==> src/rtl/redstone_tick_gen_if.sv <==
// Bundle of the tick generator's control inputs, tick/settle handshake and status outputs.
// master = the tick generator, slave = the controller/simulation side driving it.
interface redstone_tick_gen_if #(
  parameter int CNT_W  = 32,
  parameter int TCNT_W = 16
);
  // Handshake: o_tick is a one-cycle strobe that hands a new game tick to the simulation;
  // i_done is a level the simulation holds high once it has settled after that tick. The
  // generator ignores i_done in the tick cycle itself and issues no further tick until
  // i_done has been seen high in SETTLE, so a tick is never lost and none is ever doubled.
  logic              i_run;
  logic              i_step_n;
  logic [CNT_W-1:0]  i_period;
  logic              i_done;
  logic              i_clr_ovr;
  logic              o_tick;
  logic [TCNT_W-1:0] o_tick_count;
  logic              o_busy;
  logic              o_overrun;
  logic [1:0]        state_dbg;

  modport master (
    input  i_run, i_step_n, i_period, i_done, i_clr_ovr,
    output o_tick, o_tick_count, o_busy, o_overrun, state_dbg
  );

  modport slave (
    output i_run, i_step_n, i_period, i_done, i_clr_ovr,
    input  o_tick, o_tick_count, o_busy, o_overrun, state_dbg
  );
endinterface

==> src/rtl/redstone_tick_gen.sv <==
// Game-tick enable generator: free-run at a programmable period, debounced single-step,
// stop, and a settle handshake that holds off the next tick until the simulation is done.
module redstone_tick_gen #(
  parameter int CNT_W   = 32,
  parameter int TCNT_W  = 16,
  parameter int DEB_CYC = 1000000
) (
  input  logic                 i_clk,
  input  logic                 i_ar,
  redstone_tick_gen_if.master  bus
);

  typedef enum logic [1:0] {
    IDLE   = 2'd0,
    TICK   = 2'd1,
    SETTLE = 2'd2
  } state_t;

  localparam int DEB_W = (DEB_CYC > 1) ? $clog2(DEB_CYC) : 1;
  localparam logic [DEB_W-1:0] DEB_LAST = DEB_W'(DEB_CYC - 1);

  logic [1:0]        rst_sync;
  logic              rst_n;
  logic              run_m, run_s;
  logic              step_m, step_s;
  logic              deb_level;
  logic [DEB_W-1:0]  deb_cnt;
  logic              deb_hit;
  logic              press;
  logic              pending;
  logic [CNT_W-1:0]  cnt;
  logic [CNT_W-1:0]  per_m1;
  logic              expire;
  logic              run_req;
  logic              step_req;
  logic              tick_req;
  logic              ovr_set;
  state_t            state, state_nxt;
  logic [TCNT_W-1:0] tick_count;
  logic              overrun;

  // Reset asserts immediately with i_ar but is released only on a clock edge.
  always_ff @(posedge i_clk or negedge i_ar) begin
    if (!i_ar) rst_sync <= 2'b00;
    else       rst_sync <= {rst_sync[0], 1'b1};
  end
  assign rst_n = rst_sync[1];

  always_ff @(posedge i_clk or negedge rst_n) begin
    if (!rst_n) begin
      run_m  <= 1'b0;
      run_s  <= 1'b0;
      step_m <= 1'b1;
      step_s <= 1'b1;
    end else begin
      run_m  <= bus.i_run;
      run_s  <= run_m;
      step_m <= bus.i_step_n;
      step_s <= step_m;
    end
  end

  // The accepted level flips on the DEB_CYC-th consecutive cycle of disagreement.
  assign deb_hit = (step_s != deb_level) && (deb_cnt == DEB_LAST);
  assign press   = deb_hit && !step_s;

  always_ff @(posedge i_clk or negedge rst_n) begin
    if (!rst_n) begin
      deb_level <= 1'b1;
      deb_cnt   <= '0;
    end else if (step_s == deb_level) begin
      deb_cnt   <= '0;
    end else if (deb_hit) begin
      deb_level <= step_s;
      deb_cnt   <= '0;
    end else begin
      deb_cnt   <= deb_cnt + 1'b1;
    end
  end

  assign per_m1   = (bus.i_period == '0) ? '0 : bus.i_period - 1'b1;
  assign expire   = (cnt >= per_m1);
  assign run_req  = run_s && expire;
  assign step_req = !run_s && (pending || press);
  assign tick_req = run_req || step_req;

  // SETTLE may go straight to TICK once done, so the tightest loop is TICK+SETTLE.
  always_comb begin
    state_nxt = state;
    ovr_set   = 1'b0;
    case (state)
      IDLE: begin
        if (tick_req) state_nxt = TICK;
      end
      TICK: begin
        state_nxt = SETTLE;
      end
      SETTLE: begin
        if (bus.i_done) state_nxt = tick_req ? TICK : IDLE;
        else if (run_req) ovr_set = 1'b1;
      end
      default: begin
        state_nxt = IDLE;
      end
    endcase
  end

  always_ff @(posedge i_clk or negedge rst_n) begin
    if (!rst_n) state <= IDLE;
    else        state <= state_nxt;
  end

  // Counter reads 0 during the tick cycle, so a tick is issued every max(period,2) cycles.
  always_ff @(posedge i_clk or negedge rst_n) begin
    if (!rst_n)                  cnt <= '0;
    else if (state_nxt == TICK)  cnt <= '0;
    else if (cnt != '1)          cnt <= cnt + 1'b1;
  end

  always_ff @(posedge i_clk or negedge rst_n) begin
    if (!rst_n)                  pending <= 1'b0;
    else if (run_s)              pending <= 1'b0;
    else if (state_nxt == TICK)  pending <= 1'b0;
    else if (press)              pending <= 1'b1;
  end

  always_ff @(posedge i_clk or negedge rst_n) begin
    if (!rst_n)              tick_count <= '0;
    else if (state == TICK)  tick_count <= tick_count + 1'b1;
  end

  always_ff @(posedge i_clk or negedge rst_n) begin
    if (!rst_n)              overrun <= 1'b0;
    else if (ovr_set)        overrun <= 1'b1;
    else if (bus.i_clr_ovr)  overrun <= 1'b0;
  end

  assign bus.o_tick       = (state == TICK);
  assign bus.o_busy       = (state != IDLE);
  assign bus.o_tick_count = tick_count;
  assign bus.o_overrun    = overrun;
  assign bus.state_dbg    = state;

endmodule

==> src/flat_wrapper.sv <==
// flat-port wrapper written by rule: the top's interface ports become plain ports
module redstone_tick_gen_flat 
#(
  parameter int CNT_W   = 32,
  parameter int TCNT_W  = 16,
  parameter int DEB_CYC = 1000000
)
  (i_clk, i_ar, bus_i_run, bus_i_step_n, bus_i_period, bus_i_done, bus_i_clr_ovr, bus_o_tick, bus_o_tick_count, bus_o_busy, bus_o_overrun, bus_state_dbg);
  redstone_tick_gen_if #(.CNT_W(CNT_W), .TCNT_W(TCNT_W)) bus_i ();
  input  logic i_clk;
  input  logic i_ar;
  input wire logic [$bits(bus_i.i_run)-1:0] bus_i_run;
  input wire logic [$bits(bus_i.i_step_n)-1:0] bus_i_step_n;
  input wire logic [$bits(bus_i.i_period)-1:0] bus_i_period;
  input wire logic [$bits(bus_i.i_done)-1:0] bus_i_done;
  input wire logic [$bits(bus_i.i_clr_ovr)-1:0] bus_i_clr_ovr;
  output wire logic [$bits(bus_i.o_tick)-1:0] bus_o_tick;
  output wire logic [$bits(bus_i.o_tick_count)-1:0] bus_o_tick_count;
  output wire logic [$bits(bus_i.o_busy)-1:0] bus_o_busy;
  output wire logic [$bits(bus_i.o_overrun)-1:0] bus_o_overrun;
  output wire logic [$bits(bus_i.state_dbg)-1:0] bus_state_dbg;
  assign bus_i.i_run = bus_i_run;
  assign bus_i.i_step_n = bus_i_step_n;
  assign bus_i.i_period = bus_i_period;
  assign bus_i.i_done = bus_i_done;
  assign bus_i.i_clr_ovr = bus_i_clr_ovr;
  assign bus_o_tick = bus_i.o_tick;
  assign bus_o_tick_count = bus_i.o_tick_count;
  assign bus_o_busy = bus_i.o_busy;
  assign bus_o_overrun = bus_i.o_overrun;
  assign bus_state_dbg = bus_i.state_dbg;
  redstone_tick_gen #(.CNT_W(CNT_W), .TCNT_W(TCNT_W), .DEB_CYC(DEB_CYC)) u_core (.i_clk(i_clk), .i_ar(i_ar), .bus(bus_i));
endmodule
==> config.mk <==
export PLATFORM = sky130hd
export DESIGN_NAME = redstone_tick_gen_flat
export DESIGN_NICKNAME = d
export VERILOG_FILES = /design/src/rtl/redstone_tick_gen_if.sv /design/src/rtl/redstone_tick_gen.sv /design/src/flat_wrapper.sv
export SDC_FILE = /design/constraint.sdc
export NUM_CORES = 1
export LEC_CHECK = 0
export ABC_AREA = 1
export CAP_MARGIN = 20
export CORE_ASPECT_RATIO = 1.1
export CORE_MARGIN = 2
export CORE_UTILIZATION = 25
export CTS_CLUSTER_SIZE = 24
export DETAILED_ROUTE_END_ITERATION = 16
export PLACE_DENSITY = 0.4
export SLEW_MARGIN = 25
export SYNTH_ARGS = -nofsm -noshare
export SYNTH_HDL_FRONTEND = slang
export SYNTH_SLANG_ARGS = --single-unit
==> constraint.sdc <==
create_clock -name i_clk -period 4 [get_ports i_clk]
set_input_delay 0.6 -clock i_clk [delete_from_list [all_inputs] [get_ports i_clk]]
set_output_delay 0.6 -clock i_clk [all_outputs]
set_load 0.1 [all_outputs]
==> results by group, run 1 <==
Run status
  • Outcome: completed

Drt
  • DRC Markers: 0
  • Final ANT Viol Nets: 0
  • Via/cell ratio: 4.32
  • Iteration-0 DRC Markers: 305
  • Via count: 5,184
  • Final wirelength: 15,400 um
  • Wire per inst: 12.8 um
  • Initial DRT Pass Iterations: 6

Yosys
  • Synth Area in Simple Gates: 36.0%
  • Sequential fraction of the synthesis area: 34.0%
  • Top cell type's share of synthesized area: 32.6%
  • Synthesized area per cell: 7.19 sq um
  • Mux share of post-synthesis cell area: 0.429%
  • Unique masters post-synth: 46
  • Compound-Gate Fraction of Synth Area: 6.14%
  • Post-Synth XOR/XNOR Area: 6.61%
  • Netlist Area Pre-Place: 5830 sq um
  • Synth Register Bits: 79
  • Syn nets: 885
  • Ys Warns: 0
  • Number of enable flip-flop cells after synthesis: 0
  • Synth Instances: 810
  • Largest family of logic cells by synthesized area: simple AND/OR/NAND/NOR gates
  • Primary FF master, synth: dfrtp_1
  • Adder-cell share of the synthesized area: 7.95%
  • Largest area contributor in the netlist: dfrtp_1
  • Share of flip-flops with an asynchronous set or reset: 100%
  • Area contributors post-synth: dfrtp_1 (33%), nand2_1 (11%), nor2_1 (8.5%), ha_1 (7.9%), inv_1 (7.4%)

Global route
  • All-Layer GR Usage: 13.5%
  • Initial antenna violation count: 0
  • Number of global-route vias before repair: 5,167
  • Pin count of the biggest net entering global routing: 52
  • First-pass GRT wire length: 26,200 um
  • GR Overflow Total: 0

Placed design
  • Port bufs: 58
  • Placer Congestion: 0.835
  • Post-DP HPWL: 12,600 um
  • Place WS: -0.00134 ns

Die
  • Standard-cell row count: 58
  • Die width: 150 um
  • Die area: 24,500 sq um
  • Placeable Area: 22,900 sq um
  • Initial cell density of the core: 25.5%
  • Die Ht: 164 um
  • I/O Pins: 59

Layout
  • Layout area overhead: 23.6%
  • Proportion of layout cells with a drive suffix above 1: 11.2%
  • Layout Nets: 970
  • Final core utilization: 31.5%
  • ANT cells: 0
  • Filler cells: 2,483

Worst setup path
  • Crit path capture type: flop
  • Crit Path Class: primary input to flop
  • R2R setup slack: 1.73 ns
  • R2r endpoint: u_core.cnt[13]
  • FF-to-FF path depth: 11
  • Reg2reg start: u_core.cnt[0]
  • Critical path arrival: 3.86 ns
  • Crit path from: bus_i_period[0]
  • CP Max Fanout: 30
  • Worst setup SP type: primary input
  • Worst EP required: 4.26 ns

Clocking
  • Post-CTS Setup Bufs: 0
  • TritonCTS clock tree: built
  • Skew-Pair Late Insertion Delay: 0.34 ns
  • Clock slew at reported path FFs: 0.07 ns
  • Clock root buffer master: clkbuf_16
  • H-tree lvl count: 3
  • Post-CTS Resized: 0
  • Maximum clock path buffer count: 2
  • CTS buffer count: 9
  • CTS Hold Bufs: 0
  • CTS sink cnt: 79

STA
  • Finish-stage setup viols: 0
  • RSZ-0062 raised after global routing: false
  • Tmin final: 3.60 ns
  • Worst relative slew slack: 32.8%
  • Final Hold Fails: 0
  • Fin Clk Skew: 0.00814 ns
  • Final Cycle Share: 90.0%
  • Final setup margin: 0.402 ns
  • Highest clock rate: 0.278 GHz
  • Worst Tran Pin Value: 1.01 ns
  • Max-slew violation count: 0

Worst hold path
  • Worst Hold Depth: 0
  • Hold endpoint: u_core.run_s
  • Worst Hold Launch: u_core.run_m
  • HP Class: flop to flop

Power and ir drop
  • Leak pwr: 3.36 nW
  • Max VDD drop: 228 uV
  • Total design power: 2.90 mW
  • Power density cells: 403 nW/um^2

Run
  • Number of max-cap violations: 0
-- Yosys cell counts, types with 2 or more instances --
cell type and count:
xnor2_1 17, dfrtp_1 76, nand3_1 54, xor2_1 27, nand2_2 6, or2_1 2, or2_2 11, o21a_1 3
nand2_1 167, o22ai_1 2, a21oi_1 22, nand3_2 5, nor3_2 5, inv_1 115, nor2_4 3, a21boi_0 3
nor3_1 21, buf_6 4, inv_2 5, nand4_1 28, nor4_1 3, nor2_1 132, dfstp_2 3, o21ai_0 17
a31oi_1 2, ha_1 37, a31o_2 3, nand3b_1 2, nor3b_1 2, nor2_2 16, o211ai_1 2
-- where the power goes --
group / total [mW] / leakage (nW) / switching (mW) / internal (mW)
combinational: 0.905 / 2.18 / 0.563 / 0.341
sequential: 1.15 / 1.04 / 0.218 / 0.933
clock: 0.848 / 0.145 / 0.346 / 0.503
-- metrics by stage --
step / instances / TNS (ns) / hold slack [ns] / cell area [sq um]
2_1_floorplan: 810 / 0 / 0.304 / 5830
3_3_place_gp: 1184 / 0 / 0.334 / 6900
3_5_place_dp: 1184 / -0.00134 / 0.340 / 6900
4_1_cts: 1200 / 0 / 0.352 / 7200
5_1_grt: 1200 / 0 / 0.350 / 7200
6_report: 1200 / 0 / 0.348 / 7200
-- final cells by class --
class	count	area (sq um)	area share (%)
clock inverters	6	67.6	0.938
inverters	121	459	6.37
flip-flops and latches	79	1980	27.5
repair buffers	80	746	10.4
clock buffers	10	239	3.32
multi-input cells	604	3330	46.3
well taps	300	375	5.21
-- worst max-delay path, stage by stage --
cell and delay (ns):
clkdlybuf4s50_1 0.41, inv_1 0.11, ha_1 0.19, inv_1 0.08, nor2_4 0.13, inv_2 0.08, nor2_2 0.16, and3_1 0.26
nand4_1 0.15, or2_1 0.24, nand3_1 0.09, ha_1 0.23, nand2_1 0.09, nor2_1 0.06, nand2_1 0.09, inv_1 0.04
a21oi_1 0.13, nand2_1 0.11, nand2_1 0.10, nand2_2 0.07, nand2_4 0.07, clkinv_4 0.19, nor2_1 0.16
-- kinds of logic after synthesis --
kind of cell / count (synthesis)
other cells: 1
flops: 79
buf+inv: 127
simple gates: 460
xor+xnor: 44
compound gates: 60
mux: 2
fa+ha+maj: 37
-- registers in the layout, indices dropped and copies added, names as in the netlist, 2 cells and up --
register                 flops
u_core.bus.state_dbg         2
u_core.rst_sync              2
u_core.deb_cnt              20
u_core.bus.o_tick_count     16
u_core.cnt                  32
-- how the worst max path moves through the flow --
stage | to | slack (ns) | depth (start not counted)
finish | u_core.cnt[6] | 0.40 | 23
global route | u_core.cnt[22] | 0.002 | 24
CTS | u_core.cnt[26] | 0.37 | 25
detailed placement | u_core.cnt[26] | -0.001 | 25
global placement | u_core.cnt[27] | 0.03 | 24
floorplan | u_core.cnt[12] | 0.96 | 24
-- cells in the final DEF (no fill, tap or decap), types with 5 or more instances in the layout --
| cell | instances |
|---|---|
| nand2_1 | 167 |
| clkdlybuf4s50_1 | 58 |
| xnor2_1 | 17 |
| nand3_2 | 5 |
| ha_1 | 37 |
| nand3_1 | 54 |
| xor2_1 | 27 |
| nor2_1 | 132 |
| clkbuf_16 | 9 |
| nor3_1 | 21 |
| a21oi_1 | 22 |
| nand2_2 | 6 |
| nor3_2 | 5 |
| nor2_2 | 16 |
| inv_2 | 5 |
| dfrtp_1 | 75 |
| inv_1 | 115 |
| nand4_1 | 28 |
| or2_2 | 11 |
| o21ai_0 | 17 |
| buf_4 | 22 |
-- layer usage --
metal,track usage (%),routed length (um)
met4,2.99,182
met1,17.7,7270
met2,22.9,7580
met3,2.47,385
met5,0,0
Note: power is estimated with default switching activity, not from simulation.
==> inputs of run 2 (changes only) <==
- CORE_UTILIZATION: 25 -> 30
- PLACE_DENSITY: 0.4 -> 0.46
==> results by group, run 2 (synthesized netlist as in run 1, its figures left out) <==
Run status
  • Outcome: completed

Drt
  • Via/cell ratio: 4.56 (+5.6%)
  • Initial DRT Pass Iterations: 4 (-2)
  • Final ANT Viol Nets: 0 (unchanged)
  • Wire per inst: 13.0 um (+0.83%)
  • Final wirelength: 14,800 um (-4.2%)
  • DRC Markers: 0 (unchanged)
  • Via count: 5,199 (+0.29%)
  • Iteration-0 DRC Markers: 225 (-26%)

Clocking
  • Post-CTS Resized: 0 (unchanged)
  • Clock root buffer master: clkbuf_16
  • Clock slew at reported path FFs: 0.06 ns (about the same)
  • CTS buffer count: 9 (unchanged)
  • CTS Hold Bufs: 0 (unchanged)
  • H-tree lvl count: 3 (unchanged)
  • Post-CTS Setup Bufs: 0 (unchanged)
  • TritonCTS clock tree: built
  • Skew-Pair Late Insertion Delay: 0.34 ns (about the same)
  • Maximum clock path buffer count: 2 (unchanged)
  • CTS sink cnt: 79 (unchanged)

Placed design
  • Area after DPL: 6810 sq um (-1.3%)
  • Port bufs: 58 (unchanged)
  • Post-DP HPWL: 11,900 um (-5.2%)
  • Dpl cells: 1,125 (-5.0%)
  • Place WS: 0.0562 ns (+0.0575 ns)
  • Placer Congestion: 0.829 (-0.75%)

Die
  • Die width: 137 um (-8.5%)
  • Standard-cell row count: 53 (-8.6%)
  • Die area: 20,600 sq um (-16%)
  • Initial cell density of the core: 30.5% (+5.0 points)
  • Die Ht: 150 um (-8.5%)
  • I/O Pins: 59 (unchanged)
  • Placeable Area: 19,100 sq um (-16%)

STA
  • Finish-stage setup viols: 0 (unchanged)
  • Worst relative slew slack: 35.1% (+2.3 points)
  • Final Hold Fails: 0 (unchanged)
  • Highest clock rate: 0.279 GHz (+0.49%)
  • Fin Clk Skew: 0.00896 ns (+0.000818 ns)
  • Setup tns final: 0 ns (unchanged)
  • Final setup margin: 0.419 ns (+0.0174 ns)
  • Max-slew violation count: 0 (unchanged)
  • Worst Tran Pin Value: 0.970 ns (-0.0351 ns)
  • RSZ-0062 raised after global routing: false
  • Final Cycle Share: 89.5% (-0.44 points)
  • Worst hold margin: 0.261 ns (-0.0875 ns)
  • Tmin final: 3.58 ns (-0.0174 ns)

Worst setup path
  • Slowest-stage cell, CP: clkdlybuf4s50_1
  • Slowest stage delay, CP: 0.47 ns (+0.06 ns)
  • Worst EP required: 4.22 ns (-0.04 ns)
  • CP Max Fanout: 4 (-87%)
  • Critical path arrival: 3.80 ns (-0.06 ns)
  • Crit Path Class: primary input to flop
  • Worst path most repeated cell: nand2_1
  • Crit path capture type: flop
  • Worst setup SP type: primary input

Global route
  • GR Overflow Total: 0 (unchanged)
  • First-pass GRT wire length: 25,300 um (-3.3%)
  • All-Layer GR Usage: 15.5% (+2.0 points)
  • Number of global-route vias before repair: 5,314 (+2.8%)
  • Initial antenna violation count: 0 (unchanged)
  • Pin count of the biggest net entering global routing: 51 (-1.9%)

Power and ir drop
  • Clock power frac: 28.3% (-0.9 points)
  • Max VDD drop: 240 uV (+5.1%)
  • Register share of total power: 40.1% (+0.5 points)
  • P_int: 1.75 mW (-1.4%)
  • Combinational Power Share: 31.5% (+0.4 points)
  • Leak pwr: 3.33 nW (-0.85%)
  • Sw Ratio: 38.6% (-0.16 points)
  • Total design power: 2.86 mW (-1.7%)
  • Power density cells: 403 nW/um^2 (about the same)
  • NetSw: 1.10 mW (-2.1%)

Worst hold path
  • HP Class: flop to asynchronous set/reset pin

Layout
  • Biggest register: u_core.cnt
  • Non-filler cells, final: 1,140 (-5.0%)
  • Largest register FFs: 32 (unchanged)
  • Final core utilization: 37.1% (+5.6 points)
  • Post-route cell area: 7090 sq um (-1.6%)
  • Commonest non-fill, non-tap cells in the layout: nand2_1 (167), nor2_1 (132), inv_1 (115)
  • Commonest non-fill, non-tap cell in the layout: nand2_1
  • Layout Nets: 964 (-0.62%)
  • Proportion of layout cells with a drive suffix above 1: 10.3% (-0.92 points)
  • Layout area overhead: 21.7%
  • ANT cells: 0 (unchanged)

Run
  • Number of max-cap violations: 0 (unchanged)
## run 2: changes by cell type in the layout (fill, tap and decap cells not counted), sizes merged
cell and delta:
clkinv -1, clkbuf +1, clkinvlp -1, buf -6
## run 2: final cells by class
cell class	instances	area, sq um
clock inverter	4	47.5
multi-input combinational	604	3330
timing repair buffer	74	721
sequential	79	1980
inverter	121	462
clock buffer	11	233
tap	247	309
fill	2066	12000
## run 2: routing by layer
metal	track usage [%]	vias up	part of all wire, %
met4	3.40	0	1.3
li1	-	2750	-
met3	2.66	16	2.9
met5	0	-	0
met2	27.7	64	50
met1	19.4	2369	46
## run 2: power groups by stage
stage | logic, mW | clock network, mW | registers (mW)
6_report | 0.901 | 0.809 | 1.15
5_1_grt | 1.04 | 0.871 | 1.17
4_1_cts | 0.916 | 0.838 | 1.16
3_5_place_dp | 0.912 | 0 | 1.17
3_3_place_gp | 0.889 | 0 | 1.18
2_1_floorplan | 0.539 | 0 | 1.24
## run 2: critical path, delay by kind of cell
| kind | cells | cell delay (ns) |
|---|---|---|
| simple gates | 22 | 2.29 |
| buf+inv | 2 | 0.63 |
| fa+ha+maj | 1 | 0.31 |
## run 2: worst paths after layout
check | start | cells after the start | to | slack (ns)
max | bus_i_period[2] | 25 | u_core.cnt[31] | 0.42
max reg2reg | u_core.cnt[0] | 9 | u_core.cnt[17] | 1.82
min in group i_clk | u_core.rst_sync[0] | 0 | u_core.rst_sync[1] | 0.35
min | u_core.rst_sync[1] | 0 | u_core.cnt[8] | 0.26
min reg2reg | u_core.rst_sync[1] | 0 | u_core.cnt[8] | 0.26
max in group asynchronous | u_core.rst_sync[1] | 1 | u_core.deb_level | 3.09
